File: config.mk
export PLATFORM = sky130hd
export DESIGN_NAME = approx_mul_pipe
export DESIGN_NICKNAME = d
export VERILOG_FILES = /design/src/rtl/approx_mul_pipe.sv
export SDC_FILE = /design/constraint.sdc
export NUM_CORES = 1
export LEC_CHECK = 0
export BUFFER_PORTS_ARGS = -buffer_cell sky130_fd_sc_hd__buf_2
export CAP_MARGIN = 5
export CORE_MARGIN = 2
export CORE_UTILIZATION = 49
export CTS_BUF_LIST = sky130_fd_sc_hd__clkbuf_8 sky130_fd_sc_hd__clkbuf_16
export CTS_CLUSTER_DIAMETER = 150
export DETAILED_ROUTE_END_ITERATION = 6
export PLACE_DENSITY_LB_ADDON = 0.15
export SLEW_MARGIN = 20
export SYNTH_ARGS = -nofsm -noshare
export SYNTH_HDL_FRONTEND = slang
export SYNTH_SLANG_ARGS = --single-unit
File: constraint.sdc
create_clock -name clk -period 3.8 [get_ports clk]
set_input_delay 0.76 -clock clk [delete_from_list [all_inputs] [get_ports clk]]
set_output_delay 0.76 -clock clk [all_outputs]
set_load 0.03 [all_outputs]
File: src/rtl/approx_mul_pipe.sv
// rtl/approx_mul_pipe.sv - three-stage approximate unsigned multiplier with valid/ready and result counter
module approx_mul_pipe #(
    parameter int HALF_W = 4,
    parameter int LVL_HH = 3,
    parameter int LVL_LO = 4,
    parameter int CNT_W  = 16
) (
    input  logic                  clk,
    input  logic                  rst,
    input  logic                  in_valid,
    output logic                  in_ready,
    input  logic [2*HALF_W-1:0]   a,
    input  logic [2*HALF_W-1:0]   b,
    input  logic [3:0]            mode,
    output logic                  out_valid,
    input  logic                  out_ready,
    output logic [4*HALF_W-1:0]   prod,
    output logic [3:0]            out_mode,
    output logic [CNT_W-1:0]      res_cnt
);

    localparam int PW = 2 * HALF_W;
    localparam int FW = 4 * HALF_W;
    localparam logic [PW-1:0] MASK_HH = (LVL_HH >= PW) ? '0 : ~PW'((1 << LVL_HH) - 1);
    localparam logic [PW-1:0] MASK_LO = (LVL_LO >= PW) ? '0 : ~PW'((1 << LVL_LO) - 1);

    logic              en;
    logic              v1_q, v2_q, v3_q;
    logic [PW-1:0]     a_q, b_q;
    logic [3:0]        mode1_q, mode2_q, mode3_q;
    logic [PW-1:0]     hh_q, hl_q, lh_q, ll_q;
    logic [PW-1:0]     hh_d, hl_d, lh_d, ll_d;
    logic [FW-1:0]     prod_q, prod_d;
    logic [CNT_W-1:0]  cnt_q, cnt_d;

    // Whole pipe moves in lockstep; a stalled output freezes every stage.
    assign en       = !v3_q || out_ready;
    assign in_ready = en;

    always_comb begin
        hh_d = PW'(a_q[PW-1:HALF_W]) * PW'(b_q[PW-1:HALF_W]);
        hl_d = PW'(a_q[PW-1:HALF_W]) * PW'(b_q[HALF_W-1:0]);
        lh_d = PW'(a_q[HALF_W-1:0])  * PW'(b_q[PW-1:HALF_W]);
        ll_d = PW'(a_q[HALF_W-1:0])  * PW'(b_q[HALF_W-1:0]);
        if (mode1_q[3]) hh_d = hh_d & MASK_HH;
        if (mode1_q[2]) hl_d = hl_d & MASK_LO;
        if (mode1_q[1]) lh_d = lh_d & MASK_LO;
        if (mode1_q[0]) ll_d = ll_d & MASK_LO;
    end

    // Truncated sub-products only shrink the sum, so FW bits cannot overflow.
    always_comb begin
        prod_d = (FW'(hh_q) << PW) + (FW'(hl_q) << HALF_W)
               + (FW'(lh_q) << HALF_W) + FW'(ll_q);
        cnt_d  = cnt_q;
        if (v3_q && out_ready) cnt_d = cnt_q + 1'b1;
    end

    always_ff @(posedge clk) begin
        if (rst) begin
            v1_q    <= 1'b0;
            v2_q    <= 1'b0;
            v3_q    <= 1'b0;
            a_q     <= '0;
            b_q     <= '0;
            mode1_q <= '0;
            mode2_q <= '0;
            mode3_q <= '0;
            hh_q    <= '0;
            hl_q    <= '0;
            lh_q    <= '0;
            ll_q    <= '0;
            prod_q  <= '0;
            cnt_q   <= '0;
        end else begin
            cnt_q <= cnt_d;
            if (en) begin
                v1_q    <= in_valid;
                a_q     <= a;
                b_q     <= b;
                mode1_q <= mode;
                v2_q    <= v1_q;
                mode2_q <= mode1_q;
                hh_q    <= hh_d;
                hl_q    <= hl_d;
                lh_q    <= lh_d;
                ll_q    <= ll_d;
                v3_q    <= v2_q;
                mode3_q <= mode2_q;
                prod_q  <= prod_d;
            end
        end
    end

    assign out_valid = v3_q;
    assign prod      = prod_q;
    assign out_mode  = mode3_q;
    assign res_cnt   = cnt_q;

endmodule

==> reports/results.txt <==
Status -> complete, no violations
CP startpoint kind -> flop
Total CTS buffers -> 9
Port bufs -> 61
Largest net degree at the start of global routing -> 102
CTS Buffer Depth -> 2
Routed len/inst -> 14.6 um
Final ANT Viol Nets -> 0
Fin cells -> 877
Total GRT Usage -> 0.216
Critical path arrival -> 3.27 ns
Skew final -> 0.00517 ns
DR pass1 iterations -> 5
RSZ-0062 raised after global routing -> false
Worst Hold Class -> reg2reg
Net count after synthesis -> 801
Yosys reg bits -> 95
Int Pwr -> 0.00172 W
Final Core Density -> 0.562
Die X -> 113 um
Psw -> 0.000572 W
Via-per-instance ratio -> 5.39
Tmin final -> 3.00 ns
Clk sinks -> 95
CTS root buf -> clkbuf_16
P per Cell Area -> 355 mW/mm^2
Worst Path Max Fanout -> 9
Critical path's most frequent cell -> fa_1
Worst VDD drop -> 0.000210 V
Post-synth cell types -> 41
CTS tree -> built
Fillers -> 1077
Area delta synth->final -> 11.4%
DR vias -> 4731
CP endpoint kind -> flop
Period utilization -> 0.789
Worst-Margin Slew -> 1.03 ns
Syn Inst Count -> 695
Comb power frac -> 0.107
Final setup violating endpoints -> 0
Placed Area -> 0.00613 sq mm
Antenna cells -> 0
Total Wirelength -> 12.8 mm
Fin nets -> 837
H-tree depth -> 3
RD Place Congestion -> 0.927
DRC -> 0
Fmax -> 0.334 GHz
P_leak -> 2.98 nW
Placed Cells -> 863
WS Path Type -> reg2reg
Met2 Use GR -> 0.337
Mapped Area -> 0.00579 sq mm
Area of the die -> 0.0127 sq mm
# hold bufs at CTS -> 0
Crit path cell chain -> nand2_1 > fa_1 > inv_1 > fa_1 > fa_1 > a21o_1 > a21oi_1 > xnor2_1 > nand2_1 > a21oi_1
CP max stage cell -> fa_1
GRT busiest layer -> met2
Ys async rst share -> 0
Clk network pwr share -> 0.422
DIE HEIGHT -> 113 um
Vias in the first global route -> 4613
Worst EP required -> 4.07 ns
Initial DRC Count -> 289
Relative slew slack -> 0.311
Syn avg cell area -> 8.32 sq um
GRT overflow -> 0
Setup TNS -> 0 ns
Max-slew violations -> 0
Max-cap violation count -> 0
CP bufs+invs -> 1
Site Rows -> 39
Yosys warning count -> 0
First-pass GRT wire length -> 22.2 mm
Sequential area share after synthesis -> 0.329
Worst-skew pair later-pin latency -> 0.35 ns
Post-CTS setup buffer count -> 0
Top_reg_cell synth -> dfxtp_1
Clock transition at path regs -> 0.06 ns
Met1 GRT Util -> 0.304
Antenna violations before repair -> 0
Sw Ratio -> 0.250
Post-route cell area -> 0.00645 sq mm
Num ports -> 62
Met3 usage -> 0.0405
CP delay by family, top -> adder cells
HPWL reported at the end of detailed placement -> 9.35 mm
Share of layout cells above drive strength 1 -> 0.116
PostCTS Resize Cnt -> 0
Final Hold Fails -> 0
Initial core utilization -> 0.505
CORE AREA -> 0.0115 sq mm
CP max stage delay -> 0.55 ns
Post-synth EDFFs -> 0
Flop pwr share -> 0.471
==> sequential cells by signal, indices dropped and copies added (netlist names), 4 cells and up <==
| signal | count |
|---|---|
| hh_q | 8 |
| a_q | 8 |
| out_mode | 4 |
| res_cnt | 16 |
| b_q | 8 |
| prod | 16 |
| hl_q | 8 |
| mode2_q | 4 |
| lh_q | 8 |
| mode1_q | 4 |
| ll_q | 8 |
==> logic make-up after synthesis <==
family,share of synthesized area
fa+ha+maj,0.210
simple gates,0.239
buf+inv,0.0500
xor+xnor,0.0378
flops,0.329
compound gates,0.134
==> layout by cell type, fill, tap and decap left out, types with 2 or more instances in the layout <==
master     instances
nand3b_1          11
clkbuf_16          9
nand4b_1           5
nand4_1            7
nand2_1          142
fa_1              25
nand3_1            6
inv_1             30
o21ai_0           16
nor3_1            15
and3_2             2
dfxtp_1           95
a211oi_1          13
a31oi_1            7
o211ai_1           7
a21o_1            10
xor2_1             6
a21oi_1           79
or3_1              6
buf_2             61
and2_1            40
xnor2_1           19
nor2_1            37
bufinv_16          2
nor4b_1            7
buf_4              4
ha_1              57
==> worst register-to-register path, stage by stage, from the launching register on <==
cell,delay [ns]
dfxtp_1,0.47
nand2_1,0.14
fa_1,0.55
inv_1,0.05
fa_1,0.53
fa_1,0.47
a21o_1,0.19
a21oi_1,0.16
xnor2_1,0.13
nand2_1,0.06
a21oi_1,0.16
==> power groups by stage <==
stage | clock network (W) | logic (W) | registers [W]
final | 0.000966 | 0.000245 | 0.00108
after global routing | 0.00103 | 0.000280 | 0.00108
after CTS | 0.000992 | 0.000247 | 0.00108
after detailed placement | 0 | 0.000244 | 0.00110
after global placement | 0 | 0.000241 | 0.00110
after floorplan | 0 | 0.000168 | 0.00110
==> layout make-up <==
cell class | count | area (sq um) | area share
clock inverters | 4 | 72.6 | 0.0113
repair buffers | 65 | 335 | 0.0520
flip-flops and latches | 95 | 1900 | 0.295
inverters | 31 | 116 | 0.0181
multi-input cells | 529 | 3600 | 0.559
clock buffers | 10 | 239 | 0.0371
well taps | 143 | 179 | 0.0278
==> cells in the mapped netlist, types with 5 or more instances <==
| cell type | count | area, sq um |
|---|---|---|
| a211oi_1 | 13 | 97.6 |
| a21o_1 | 10 | 75.1 |
| a21oi_1 | 79 | 395 |
| a31oi_1 | 7 | 43.8 |
| and2_1 | 40 | 250 |
| buf_1 | 11 | 41.3 |
| clkbuf_1 | 23 | 86.3 |
| dfxtp_1 | 95 | 1900 |
| fa_1 | 25 | 500 |
| ha_1 | 57 | 713 |
| inv_1 | 30 | 113 |
| nand2_1 | 142 | 533 |
| nand3_1 | 6 | 30.0 |
| nand3b_1 | 11 | 82.6 |
| nand4_1 | 7 | 43.8 |
| nand4b_1 | 5 | 43.8 |
| nor2_1 | 37 | 139 |
| nor3_1 | 15 | 75.1 |
| nor4b_1 | 7 | 61.3 |
| o211ai_1 | 7 | 52.6 |
| o21ai_0 | 16 | 80.1 |
| or3_1 | 6 | 37.5 |
| xnor2_1 | 19 | 166 |
| xor2_1 | 6 | 52.6 |
==> per-layer routing <==
layer | vias up | part of all wire
met2 | 91 | 0.45
li1 | 2418 | -
met3 | 16 | 0.042
met4 | 0 | 0.020
met1 | 2206 | 0.49
met5 | - | 0
==> metrics by stage <==
stage | hold slack [ns] | power (W) | worst slack [ns]
finish | 0.446 | 0.00229 | 0.803
CTS | 0.451 | 0.00232 | 0.791
detailed placement | 0.444 | 0.00134 | 0.812
global route | 0.474 | 0.00239 | 0.572
global placement | 0.435 | 0.00134 | 0.870
floorplan | 0.432 | 0.00127 | 0.906
==> path summary, 6_finish.rpt <==
kind,cells past startpoint,start,slack (ns),endpoint
max,10,a_q[0],0.80,lh_q[6]
min,2,out_mode[0],0.45,out_mode[0]
max reg2reg,10,a_q[0],0.80,lh_q[6]
min reg2reg,2,out_mode[0],0.45,out_mode[0]
No activity file was read; power rests on OpenSTA's default activity.
